### src/rtl/store_buffer_pkg.sv
// Shared types and widths for the store buffer between the LSU and the DTIM port.
package store_buffer_pkg;

  localparam int unsigned WADR_W = 30;
  localparam int unsigned BE_W   = 4;
  localparam int unsigned DATA_W = 32;
  localparam int unsigned ADR_W  = 32;

  typedef struct packed {
    logic [WADR_W-1:0] wadr;
    logic [BE_W-1:0]   be;
    logic [DATA_W-1:0] data;
  } stbuf_entry_t;

endpackage

### src/rtl/store_buffer_if.sv
// LSU and DTIM signals of the store buffer; master is the core/memory side, slave the buffer.
interface store_buffer_if;
  import store_buffer_pkg::*;

  logic              StValid;
  logic [ADR_W-1:0]  StAdr;
  logic [BE_W-1:0]   StByteEn;
  logic [DATA_W-1:0] StData;
  logic              StReady;
  logic              LdValid;
  logic [ADR_W-1:0]  LdAdr;
  logic              LdStall;
  logic [DATA_W-1:0] LdData;
  logic              Drain;
  logic              Empty;
  logic [ADR_W-1:0]  DtimAdr;
  logic [BE_W-1:0]   DtimWE;
  logic [DATA_W-1:0] DtimWD;
  logic [DATA_W-1:0] DtimRD;

  modport master (
    output StValid, StAdr, StByteEn, StData, LdValid, LdAdr, Drain, DtimRD,
    input  StReady, LdStall, LdData, Empty, DtimAdr, DtimWE, DtimWD
  );

  modport slave (
    input  StValid, StAdr, StByteEn, StData, LdValid, LdAdr, Drain, DtimRD,
    output StReady, LdStall, LdData, Empty, DtimAdr, DtimWE, DtimWD
  );

endinterface

### src/rtl/store_buffer_fwd.sv
// Youngest-first byte merge of buffered stores into load data (STORE_BUFFER_FWD_EN builds only).
module store_buffer_fwd
  import store_buffer_pkg::*;
#(
  parameter int unsigned DEPTH = 4,
  parameter int unsigned PTR_W = $clog2(DEPTH)
) (
  input  stbuf_entry_t      entries [DEPTH],
  input  logic [PTR_W-1:0]  head,
  input  logic [PTR_W:0]    count,
  input  logic [WADR_W-1:0] ld_wadr,
  input  logic [DATA_W-1:0] dtim_rd,
  output logic [DATA_W-1:0] ld_data
);

  stbuf_entry_t ent;

  // Walk oldest to youngest so the youngest writer of each lane wins.
  always_comb begin
    ld_data = dtim_rd;
    ent     = '0;
    for (int k = 0; k < DEPTH; k++) begin
      ent = entries[head + PTR_W'(k)];
      if (((PTR_W+1)'(k) < count) && (ent.wadr == ld_wadr)) begin
        for (int b = 0; b < BE_W; b++) begin
          if (ent.be[b]) ld_data[8*b +: 8] = ent.data[8*b +: 8];
        end
      end
    end
  end

endmodule

### src/rtl/store_buffer.sv
// In-order posted-write buffer draining to the DTIM port when no load needs it.
// Define STORE_BUFFER_FWD_EN to forward buffered bytes to loads instead of stalling.
module store_buffer
  import store_buffer_pkg::*;
#(
  parameter int unsigned DEPTH = 4
) (
  input logic           clk,
  input logic           reset_n,
  store_buffer_if.slave bus
);

  localparam int unsigned PTR_W = $clog2(DEPTH);
  localparam int unsigned CNT_W = PTR_W + 1;

  stbuf_entry_t      entries_q [DEPTH];
  stbuf_entry_t      entries_d [DEPTH];
  logic [PTR_W-1:0]  head_q, head_d;
  logic [PTR_W-1:0]  tail_q, tail_d;
  logic [CNT_W-1:0]  count_q, count_d;
  logic              full, empty, st_ready, push, pop, load_port, ld_stall;
  logic [DATA_W-1:0] ld_data;
  logic              unused_adr_lsbs;

  assign full            = (count_q == CNT_W'(DEPTH));
  assign empty           = (count_q == '0);
  assign st_ready        = ~full & ~(bus.Drain & ~empty);
  assign push            = bus.StValid & st_ready;
  assign unused_adr_lsbs = ^{bus.StAdr[1:0], bus.LdAdr[1:0]};

`ifdef STORE_BUFFER_FWD_EN
  assign ld_stall = 1'b0;

  store_buffer_fwd #(
    .DEPTH (DEPTH)
  ) u_fwd (
    .entries (entries_q),
    .head    (head_q),
    .count   (count_q),
    .ld_wadr (bus.LdAdr[ADR_W-1:2]),
    .dtim_rd (bus.DtimRD),
    .ld_data (ld_data)
  );
`else
  logic [DEPTH-1:0] ld_hit;

  // An entry is live when its distance from head is below count.
  always_comb begin
    for (int i = 0; i < DEPTH; i++) begin
      ld_hit[i] = ({1'b0, PTR_W'(i) - head_q} < count_q)
                & (entries_q[i].wadr == bus.LdAdr[ADR_W-1:2])
                & (|entries_q[i].be);
    end
  end

  assign ld_stall = bus.LdValid & (|ld_hit);
  assign ld_data  = bus.DtimRD;
`endif

  // A stalled load gives up the port so the store it waits on can drain.
  assign load_port = bus.LdValid & ~ld_stall;
  assign pop       = ~load_port & ~empty;

  always_comb begin
    bus.DtimAdr = '0;
    bus.DtimWE  = '0;
    bus.DtimWD  = '0;
    if (load_port) begin
      bus.DtimAdr = {bus.LdAdr[ADR_W-1:2], 2'b00};
    end else if (pop) begin
      bus.DtimAdr = {entries_q[head_q].wadr, 2'b00};
      bus.DtimWE  = entries_q[head_q].be;
      bus.DtimWD  = entries_q[head_q].data;
    end
  end

  assign bus.StReady = st_ready;
  assign bus.Empty   = empty;
  assign bus.LdStall = ld_stall;
  assign bus.LdData  = ld_data;

  always_comb begin
    entries_d = entries_q;
    head_d    = head_q;
    tail_d    = tail_q;
    if (push) begin
      entries_d[tail_q].wadr = bus.StAdr[ADR_W-1:2];
      entries_d[tail_q].be   = bus.StByteEn;
      entries_d[tail_q].data = bus.StData;
      tail_d                 = tail_q + PTR_W'(1);
    end
    if (pop) head_d = head_q + PTR_W'(1);
    count_d = count_q + CNT_W'(push) - CNT_W'(pop);
  end

  always_ff @(posedge clk or negedge reset_n) begin
    if (!reset_n) begin
      head_q  <= '0;
      tail_q  <= '0;
      count_q <= '0;
      for (int i = 0; i < DEPTH; i++) entries_q[i] <= '0;
    end else begin
      head_q    <= head_d;
      tail_q    <= tail_d;
      count_q   <= count_d;
      entries_q <= entries_d;
    end
  end

endmodule

### src/flat_wrapper.sv
// flat-port wrapper written by rule: the top's interface ports become plain ports
module store_buffer_flat import store_buffer_pkg::*;
#(
  parameter int unsigned DEPTH = 4
)
  (clk, reset_n, bus_StValid, bus_StAdr, bus_StByteEn, bus_StData, bus_LdValid, bus_LdAdr, bus_Drain, bus_DtimRD, bus_StReady, bus_LdStall, bus_LdData, bus_Empty, bus_DtimAdr, bus_DtimWE, bus_DtimWD);
  store_buffer_if bus_i ();
  input logic clk;
  input logic reset_n;
  input wire logic [$bits(bus_i.StValid)-1:0] bus_StValid;
  input wire logic [$bits(bus_i.StAdr)-1:0] bus_StAdr;
  input wire logic [$bits(bus_i.StByteEn)-1:0] bus_StByteEn;
  input wire logic [$bits(bus_i.StData)-1:0] bus_StData;
  input wire logic [$bits(bus_i.LdValid)-1:0] bus_LdValid;
  input wire logic [$bits(bus_i.LdAdr)-1:0] bus_LdAdr;
  input wire logic [$bits(bus_i.Drain)-1:0] bus_Drain;
  input wire logic [$bits(bus_i.DtimRD)-1:0] bus_DtimRD;
  output wire logic [$bits(bus_i.StReady)-1:0] bus_StReady;
  output wire logic [$bits(bus_i.LdStall)-1:0] bus_LdStall;
  output wire logic [$bits(bus_i.LdData)-1:0] bus_LdData;
  output wire logic [$bits(bus_i.Empty)-1:0] bus_Empty;
  output wire logic [$bits(bus_i.DtimAdr)-1:0] bus_DtimAdr;
  output wire logic [$bits(bus_i.DtimWE)-1:0] bus_DtimWE;
  output wire logic [$bits(bus_i.DtimWD)-1:0] bus_DtimWD;
  assign bus_i.StValid = bus_StValid;
  assign bus_i.StAdr = bus_StAdr;
  assign bus_i.StByteEn = bus_StByteEn;
  assign bus_i.StData = bus_StData;
  assign bus_i.LdValid = bus_LdValid;
  assign bus_i.LdAdr = bus_LdAdr;
  assign bus_i.Drain = bus_Drain;
  assign bus_i.DtimRD = bus_DtimRD;
  assign bus_StReady = bus_i.StReady;
  assign bus_LdStall = bus_i.LdStall;
  assign bus_LdData = bus_i.LdData;
  assign bus_Empty = bus_i.Empty;
  assign bus_DtimAdr = bus_i.DtimAdr;
  assign bus_DtimWE = bus_i.DtimWE;
  assign bus_DtimWD = bus_i.DtimWD;
  store_buffer #(.DEPTH(DEPTH)) u_core (.clk(clk), .reset_n(reset_n), .bus(bus_i));
endmodule
### config.mk
export PLATFORM = sky130hd
export DESIGN_NAME = store_buffer_flat
export DESIGN_NICKNAME = d
export VERILOG_FILES = /design/src/rtl/store_buffer_pkg.sv /design/src/rtl/store_buffer_if.sv /design/src/rtl/store_buffer_fwd.sv /design/src/rtl/store_buffer.sv /design/src/flat_wrapper.sv
export SDC_FILE = /design/constraint.sdc
export NUM_CORES = 1
export LEC_CHECK = 0
export ABC_AREA = 1
export CAP_MARGIN = 0
export CORE_MARGIN = 5
export CORE_UTILIZATION = 30
export DETAILED_ROUTE_END_ITERATION = 8
export MAX_ROUTING_LAYER = met4
export PLACE_DENSITY = 0.52
export REMOVE_ABC_BUFFERS = 1
export SLEW_MARGIN = 20
export SYNTH_ARGS = -nofsm -noshare
export SYNTH_HDL_FRONTEND = slang
export SYNTH_SLANG_ARGS = --single-unit
### constraint.sdc
create_clock -name clk -period 9.8 [get_ports clk]
set_input_delay 1.96 -clock clk [delete_from_list [all_inputs] [get_ports clk]]
set_output_delay 1.96 -clock clk [all_outputs]
set_load 0.005 [all_outputs]
# Word-level counts from Yosys, hierarchy flattened
# Cells that the tools add are included.
# op_classes
n_addsub	8
n_lt_le_gt_ge	7
eq_ne	5
n_mux	18
bitwise_logic	21
reduce_logical	7
# op_table
op	count
264-bit bitwise mux	3
66-bit demux with 2-bit select	3
66-bit 2-to-1 mux	3
32-bit 2-to-1 mux	5
66-bit binary-select mux with 2-bit select	1
30-bit == test	4
36-bit 2-to-1 mux	1
4-bit OR reduction	5
1-bit bitwise AND	14
2-bit by 3-bit less-than comparator with 1-bit output	4
4-bit 2-to-1 mux	2
3-bit greater-or-equal comparator, second input constant	2
2-bit NOT with 3-bit output	2
1-bit NOT	5
2-bit by 1-bit adder with 2-bit output, second input constant	2
1-bit by 2-bit subtractor with 2-bit output, first input constant	2
2-bit subtractor, first input constant	2
3-bit by 1-bit adder with 3-bit output	1
3-bit == test, second input constant	1
3-bit zero test	1
3-bit by 1-bit less-than comparator with 1-bit output, second input constant	1
3-bit by 1-bit subtractor with 3-bit output	1
1-bit logical AND	1
# word_totals
register_bits	271
in_bits	137
output_inout_bits	103
wordCells	81

# Logic depth before layout (Yosys ltp)
# Gate-level depths: netlist (run 1).
# depth
ltp_word	12
mapped_depth	24
depth_no_buf	21

# Worst setup path after synthesis (run 1)
# OpenSTA, ideal clock, no wires.
# synth_timing
kind	input to output
from	in bus_LdAdr[14]
to	out bus_DtimWD[29]
t_arrival_ps	3228
required_ps	7840
setup_slack_ps	4612
path_stages	14
path_buffers	3
cell_sequence	buf_2 -> xnor2_1 -> nand2_1 -> nor2_1 -> nand2_1 -> nor2_1 -> nand3_1 -> nand2_1 -> nor2_4 -> nand2_8 -> nand2_4 -> buf_6 -> buf_12 -> nor2_2
# synth_via
elab_chain_cells	11
elab_cells_between_ends	20
classes_between	eq/ne (4); mux (2); bitwise (13); reduce/logical (1)
# synth_rtl
item	line	rtl
start: declaration	flat_wrapper.sv:15	input wire logic [$bits(bus_i.LdAdr)-1:0] bus_LdAdr;
30-bit == test	store_buffer.sv:51	& (entries_q[i].wadr == bus.LdAdr[ADR_W-1:2])
1-bit bitwise AND	store_buffer.sv:51	
1-bit bitwise AND	store_buffer.sv:52	& (|entries_q[i].be);
4-bit OR reduction *	store_buffer.sv:56	assign ld_stall = bus.LdValid & (|ld_hit);
1-bit bitwise AND *	store_buffer.sv:56	
1-bit NOT *	store_buffer.sv:61	assign load_port = bus.LdValid & ~ld_stall;
1-bit bitwise AND *	store_buffer.sv:61	
1-bit NOT	store_buffer.sv:62	assign pop = ~load_port & ~empty;
1-bit bitwise AND	store_buffer.sv:62	
32-bit 2-to-1 mux	store_buffer.sv:70	end else if (pop) begin
32-bit 2-to-1 mux *	store_buffer.sv:68	if (load_port) begin
end: declaration	flat_wrapper.sv:24	output wire logic [$bits(bus_i.DtimWD)-1:0] bus_DtimWD;
# Mark *: on every way between the ends. The rest lies on a longest branch, timed or not.

# Worst setup path after layout (run 1)
# layout_timing
from	in bus_LdAdr[3]
to	out bus_DtimWE[1]
# layout_via
elab_chain_cells	11
elab_cells_between_ends	20
classes_between	eq/ne (4); mux (2); bitwise (13); reduce/logical (1)
# layout_rtl
item	line	rtl
30-bit == test	store_buffer.sv:51	
1-bit bitwise AND	store_buffer.sv:51	
1-bit bitwise AND	store_buffer.sv:52	
4-bit OR reduction *	store_buffer.sv:56	
1-bit bitwise AND *	store_buffer.sv:56	
1-bit NOT *	store_buffer.sv:61	
1-bit bitwise AND *	store_buffer.sv:61	
1-bit NOT	store_buffer.sv:62	
1-bit bitwise AND	store_buffer.sv:62	
4-bit 2-to-1 mux	store_buffer.sv:70	
4-bit 2-to-1 mux *	store_buffer.sv:68	
end: declaration	flat_wrapper.sv:23	output wire logic [$bits(bus_i.DtimWE)-1:0] bus_DtimWE;
# Marked as above.

==> metrics, run 1 <==
worst slew pin tran=approximately 1.2 ns; Worst-path clk slew=around 0.060 ns; fin. max-slew vios=0; num rows=80; I/O pins=240; Nets=1,815; unrepaired setup endpoints after global routing=false; post-layout instance area=between 15,000 and 20,000 um2; total core area=between 40,000 and 50,000 um2; minimum clock period=7.26 ns; Mapped Avg Cell Area=a little over 9 um2; critical path class=primary input to output pin; layout cells sized above 1=between 10% and 20%; Seq/Total Area, Yosys=a little under half; Rel. slew slack=between 20% and 30%; outcome=complete, no violations; first-pass GRT wire length=around 70 mm; initial antenna violation count=8; Max clock buf depth=3; vias in the first global route=around 12k; routability cong.=0.787; Yosys warnings=0; Cell Area, Synth=14,500 um2; final global-route overflow total=0; setup TNS=0 ns; Tcrit/Tclk final=74.1%; Fmax achieved=138 MHz; Worst Hold Class=register to register; die area=~53,000 um2; Critical Path RT=~7.8 ns; Antenna Nets Post-Route=0; pin count of the biggest net entering global routing=156; Initial Util=about 30%; Area Overhead vs Synth=20.3%; PnR Total Power=5.74 mW; post-synth cell types=34; DR vias=roughly 11k; Critical Path Start Type=primary input; Worst Skew=~0.017 ns; gr usage total=approximately 17%; flops & latches, synth=271; H-tree level count=2; max-cap viol count=0; Critical Path End Type=output pin; dpl hpwl=27.9 mm; CTS buffer count=34; Clock Latency Late Sink=between 0.5 and 0.6 ns; TritonCTS Sinks=around 270; Worst EP arrival=between 5 and 6 ns; Leak=7.43 nW; Post-CTS Hold Buffers=0; Max FO, Critical Path=39; gate count after technology mapping=1,592; Pre-antenna DRT Iters=5; chip height=229 um; Vias/cell=4.84; placed cell area=~16,000 um2; TritonCTS clock tree=built; die width=approximately 230 um; Root Buffer=clkbuf_16; Pwr Density=about 330 nW/um2; Initial DRC Count=about 750; Final setup viols=0; post-CTS setup buffer count=0; Avg WL per Cell=19.3 um; final hold violations=0; # port buffers=~170; VDD IR-drop max=0.000169 V; Post-Route WL=about 45 mm; Hold WS=~0.48 ns; # DRC=0; Gates resized, CTS repair=0
## sequential cells by signal, summed over array words and instances (netlist names)
register / count
u_core.count_q: 3
u_core.head_q: 2
u_core.entries_q: 264
u_core.tail_q: 2
## critical path, cell delays in order
cell and delay [ns]:
clkdlybuf4s50_1 0.57, xnor2_1 0.29, nand2_1 0.10, nor2_1 0.19
nand2_1 0.08, nor2_1 0.15, nand3_1 0.09, nand2_1 0.12
nor2_4 0.08, nand2_8 0.25, nand2_4 0.47, nor2_1 0.35
clkdlybuf4s50_1 0.56
## synth_stat cells (all sizes together)
cell	instances	area share, %
ha	10	0.87
o221ai	30	1.8
a221oi	36	2.2
o21ai	148	5.2
nor2	93	3.0
nand2	331	8.8
dfrtp	271	47
fa	1	0.14
mux2	118	9.2
a22oi	30	1.6
nand4	7	0.30
a21oi	4	0.14
inv	184	4.8
nand3	40	1.4
clkbuf	36	0.93
clkinv	2	0.052
xor2	10	0.61
buf	109	4.8
xnor2	95	5.8
conb	1	0.026
o22ai	36	1.6
## final timing paths
path	start	to	slack (ns)	cells after the start
setup / recovery	bus_LdAdr[3]	bus_DtimWE[1]	2.54	13
min in group asynchronous	reset_n	u_core.entries_q[117]$_DFFE_PN0P_	1.50	1
max in group asynchronous	reset_n	u_core.entries_q[84]$_DFFE_PN0P_	6.87	2
hold reg to reg	u_core.entries_q[132]$_DFFE_PN0P_	u_core.entries_q[132]$_DFFE_PN0P_	0.48	1
hold / removal	u_core.entries_q[132]$_DFFE_PN0P_	u_core.entries_q[132]$_DFFE_PN0P_	0.48	1
setup reg to reg	u_core.head_q[1]$_DFFE_PN0N_	u_core.count_q[2]$_DFF_PN0_	4.82	22
## where the power goes
group / switching [mW] / total, mW / internal [mW] / leakage, nW
Combinational: 1.34 / 2.45 / 1.12 / 3.61
Sequential: 0.332 / 2.02 / 1.69 / 3.26
Clock: 0.484 / 1.27 / 0.786 / 0.553
Total: 2.15 / 5.74 / 3.59 / 7.43
## metrics by stage
stage / setup slack (ns) / std cells / utilization (%)
detailed placement: 2.53 / 2246 / 34.0
CTS: 2.52 / 2306 / 36.4
floorplan: 3.90 / 1448 / -
global route: 2.31 / 2314 / 36.4
finish: 2.54 / 2315 / 36.4
global placement: 2.53 / 2246 / 34.0
## layer usage
metal	global-route usage, %	share of wire (%)
met3	4.41	6.3
met2	27.1	47
met5	-	0
met4	4.77	2.1
met1	21.8	45
## placed cells by master, fill, tap and decap left out
cell type | Yosys | layout
nand3_1 | 40 | 40
buf_12 | 1 | 1
nand2_2 | 2 | 3
nor2_4 | 9 | 14
bufinv_16 | 0 | 2
clkbuf_1 | 36 | 12
inv_2 | 10 | 11
o21ai_1 | 44 | 44
a21oi_1 | 4 | 4
mux2_1 | 45 | 45
o22ai_1 | 36 | 36
nand2_8 | 1 | 1
a221oi_1 | 36 | 36
ha_1 | 10 | 10
xnor2_1 | 95 | 95
clkinv_2 | 0 | 3
buf_8 | 0 | 1
xor2_1 | 10 | 10
fa_1 | 1 | 1
nor2_1 | 78 | 75
o21ai_2 | 1 | 1
mux2_2 | 73 | 73
buf_4 | 42 | 13
clkinv_1 | 2 | 1
nand4_1 | 7 | 7
o21ai_0 | 103 | 103
o221ai_1 | 30 | 30
a22oi_1 | 30 | 30
dfrtp_1 | 271 | 271
nand2_4 | 1 | 1
inv_1 | 174 | 174
nand2_1 | 327 | 326
nor2_2 | 6 | 4
clkbuf_8 | 0 | 6
diode_2 | 0 | 9
clkdlybuf4s50_1 | 0 | 168
clkbuf_16 | 0 | 37
conb_1 | 1 | 2
## cell families (layout without fill, tap and decap cells)
group,Yosys count,count (layout),share of synthesized area (%)
buf+inv,331,429,10.6
simple gates,471,471,13.5
xor+xnor,105,105,6.36
flops,271,271,46.9
other cells,1,11,0.0259
mux,118,118,9.19
compound gates,284,284,12.4
fa+ha+maj,11,11,1.00
## layout make-up
class	count	area, um2
fill	4880	30400
clock buffer	55	1050
antenna	9	22.5
clock inverter	5	75.1
multi-input combinational	991	6180
timing repair buffer	183	1810
tap	615	769
inverter	186	698
sequential	271	6780
No activity file was read; power rests on OpenSTA's default activity.
==> run 2: changes to the inputs <==
--- a/config.mk
+++ b/config.mk
@@ -11,7 +11,7 @@
 export CORE_UTILIZATION = 30
 export DETAILED_ROUTE_END_ITERATION = 8
 export MAX_ROUTING_LAYER = met4
-export PLACE_DENSITY = 0.52
+export PLACE_DENSITY = 0.54
 export REMOVE_ABC_BUFFERS = 1
 export SLEW_MARGIN = 20
 export SYNTH_ARGS = -nofsm -noshare
==> constraint.sdc (replaced) <==
create_clock -name clk -period 6.5 [get_ports clk]
set_input_delay 1.3 -clock clk [delete_from_list [all_inputs] [get_ports clk]]
set_output_delay 1.3 -clock clk [all_outputs]
set_load 0.005 [all_outputs]
==> run 2 against run 1 <==
First-iteration DRC count is 17% higher. Hold slack better by 0.0020 ns. Clock power is 51% higher. Critical path type unchanged. Flip-flop and latch count stayed put. Die area stayed put. Critical path depth is 3 higher. Register-to-register slack worse by 2.3 ns. Via count is 0.44% higher. Largest power group unchanged. Final cell count hardly changed. Critical endpoint is now bus_DtimAdr[31]. Power is 51% higher.
==> metrics, run 2 (synthesis results as in run 1) <==
pre-CTS setup slack=slightly above 0.8 ns; Pint=around 5.4 mW; Hold WS=between 0.4 and 0.5 ns; H-tree level count=2; Worst Hold Class=register to register; Biggest register=u_core.entries_q; TritonCTS clock tree=built; worst reg-to-reg setup slack=approximately 2.5 ns; grt peak-use layer=met2; Post-CTS Hold Buffers=0; Initial DRC Count=872; post-CTS setup buffer count=0; met1 Usage GRT=around 22%; max-cap viol count=0; fin. max-slew vios=0; chip height=about 230 um; gr usage total=17.1%; # DRC=0; CP most frequent cell=nand2_1; Clk pwr share=between 20 and 25%; critical path endpoint=bus_DtimAdr[31]; dpl hpwl=approximately 28 mm; Final setup viols=0; Sw Ratio=37.7%; Gates resized, CTS repair=0; Clock Latency Late Sink=around 0.54 ns; Avg WL per Cell=slightly below 20 um; max FFs per register=roughly 260; die width=229 um; launch point of the worst reg-to-reg path=u_core.head_q[1]$_DFFE_PN0N_; Flop pwr share=between 30% and 40%; CTS buffer count=35; Pwr Density=499 nW/um2; crit path cell chain=clkdlybuf4s50_1, inv_2, nand2_1, nand2_1, nand2_1, nor2_1, nand2_1, nor2_1, nand3_1, nand2_1, nor2_4, nand2_8, inv_2, nand2_1, nand2_1, clkdlybuf4s50_1; Reg2Reg Depth=22; global-route track usage on met3=roughly 4.1%; most frequent cells in the layout=nand2_1 (326), dfrtp_1 (271), inv_1 (174); Area Overhead vs Synth=20.7%; die area=52,700 um2; Critical Path End Type=output pin; reg2reg end=u_core.count_q[2]$_DFF_PN0_; total core area=between 40,000 and 50,000 um2; initial antenna violation count=4; routability cong.=just over 0.8; post-layout instance area=roughly 17,000 um2; met2 usage=approximately 27%; Comb power frac=42.9%; VDD IR-drop max=about 0.00021 V; TritonCTS Sinks=around 270; final hold violations=0; Tcrit/Tclk final=between 80 and 90%; Root Buffer=clkbuf_16; setup TNS=0 ns; crit path from=bus_LdAdr[15]; # port buffers=roughly 170; Initial Util=between 30% and 40%; final worst setup slack=~0.82 ns; outcome=complete, no violations; vias in the first global route=11.7k; Worst EP arrival=around 4.4 ns; unrepaired setup endpoints after global routing=false; Nets=around 1.8k; I/O pins=240; Max FO, Critical Path=30; Critical Path Start Type=primary input; Fmax achieved=176 MHz; pin count of the biggest net entering global routing=140; Fill cells=4,870; Pre-antenna DRT Iters=5; first-pass GRT wire length=about 70 mm; Worst Skew=between 0.02 and 0.025 ns; DR vias=~11k; most common cell after layout, fill and taps aside=nand2_1; worst slew pin tran=1.13 ns; Largest stage delay, worst path=0.70 ns; minimum clock period=approximately 5.7 ns; Antenna Nets Post-Route=0; final global-route overflow total=0; Vias/cell=around 4.9; Switch Pwr=3.28 mW; critical path class=primary input to output pin; placed cell area=~16,000 um2; Regs by FF count=u_core.entries_q x264, u_core.count_q x3; Post-Route WL=44.6 mm; Critical Path RT=~5.2 ns; Max clock buf depth=3; Worst-path clk slew=approximately 0.05 ns; Leak=7.47 nW; Rel. slew slack=roughly a quarter; Worst path slowest cell=clkdlybuf4s50_1; layout cells sized above 1=a little over a tenth; num rows=80
-- run 2: area by class of cell --
| type | instances | area (um2) | area share (%) |
|---|---|---|---|
| Timing Repair Buffer | 189 | 1900 | 10.9 |
| Clock buffer | 45 | 963 | 5.52 |
| Clock inverter | 12 | 141 | 0.811 |
| Inverter | 186 | 698 | 4.00 |
| Multi-Input combinational cell | 991 | 6180 | 35.4 |
| Tap cell | 615 | 769 | 4.41 |
| Sequential cell | 271 | 6780 | 38.9 |
| Antenna cell | 4 | 10.0 | 0.0574 |
-- run 2: power groups by stage --
stage / Combinational [mW] / Clock [mW] / Sequential [mW]
6_report: 3.73 / 1.92 / 3.05
5_1_grt: 4.16 / 2.04 / 3.14
4_1_cts: 3.79 / 1.98 / 3.04
3_5_place_dp: 3.76 / 0 / 3.07
3_3_place_gp: 3.71 / 0 / 3.03
2_1_floorplan: 2.37 / 0 / 2.95
-- run 2: per-layer routing --
layer / wire length [um] / part of all wire (%)
met1: 19400 / 44
met2: 21000 / 47
met3: 3400 / 7.6
met4: 803 / 1.8
met5: 0 / 0
-- run 2: through the flow --
step	util [%]	std cells	total power, mW
after floorplan	-	1448	5.31
after global placement	34.2	2252	6.75
after detailed placement	34.2	2252	6.83
after CTS	36.5	2309	8.81
after global routing	36.5	2313	9.34
final	36.5	2313	8.70
-- run 2: worst min-delay path by stage --
| stage | startpoint | to | depth (start not counted) |
|---|---|---|---|
| after CTS | u_core.entries_q[91]$_DFFE_PN0P_ | u_core.entries_q[91]$_DFFE_PN0P_ | 1 |
| after global routing | u_core.entries_q[142]$_DFFE_PN0P_ | u_core.entries_q[142]$_DFFE_PN0P_ | 1 |
| after global placement | u_core.entries_q[218]$_DFFE_PN0P_ | u_core.entries_q[218]$_DFFE_PN0P_ | 1 |
| after floorplan | u_core.entries_q[217]$_DFFE_PN0P_ | u_core.entries_q[217]$_DFFE_PN0P_ | 1 |
| after detailed placement | u_core.entries_q[91]$_DFFE_PN0P_ | u_core.entries_q[91]$_DFFE_PN0P_ | 1 |
| final | u_core.entries_q[154]$_DFFE_PN0P_ | u_core.entries_q[154]$_DFFE_PN0P_ | 1 |
-- run 2: worst max-delay path: cells and delay by family --
kind          cells  cell delay (ns)
simple gates     12             1.18
buf+inv           4             1.86
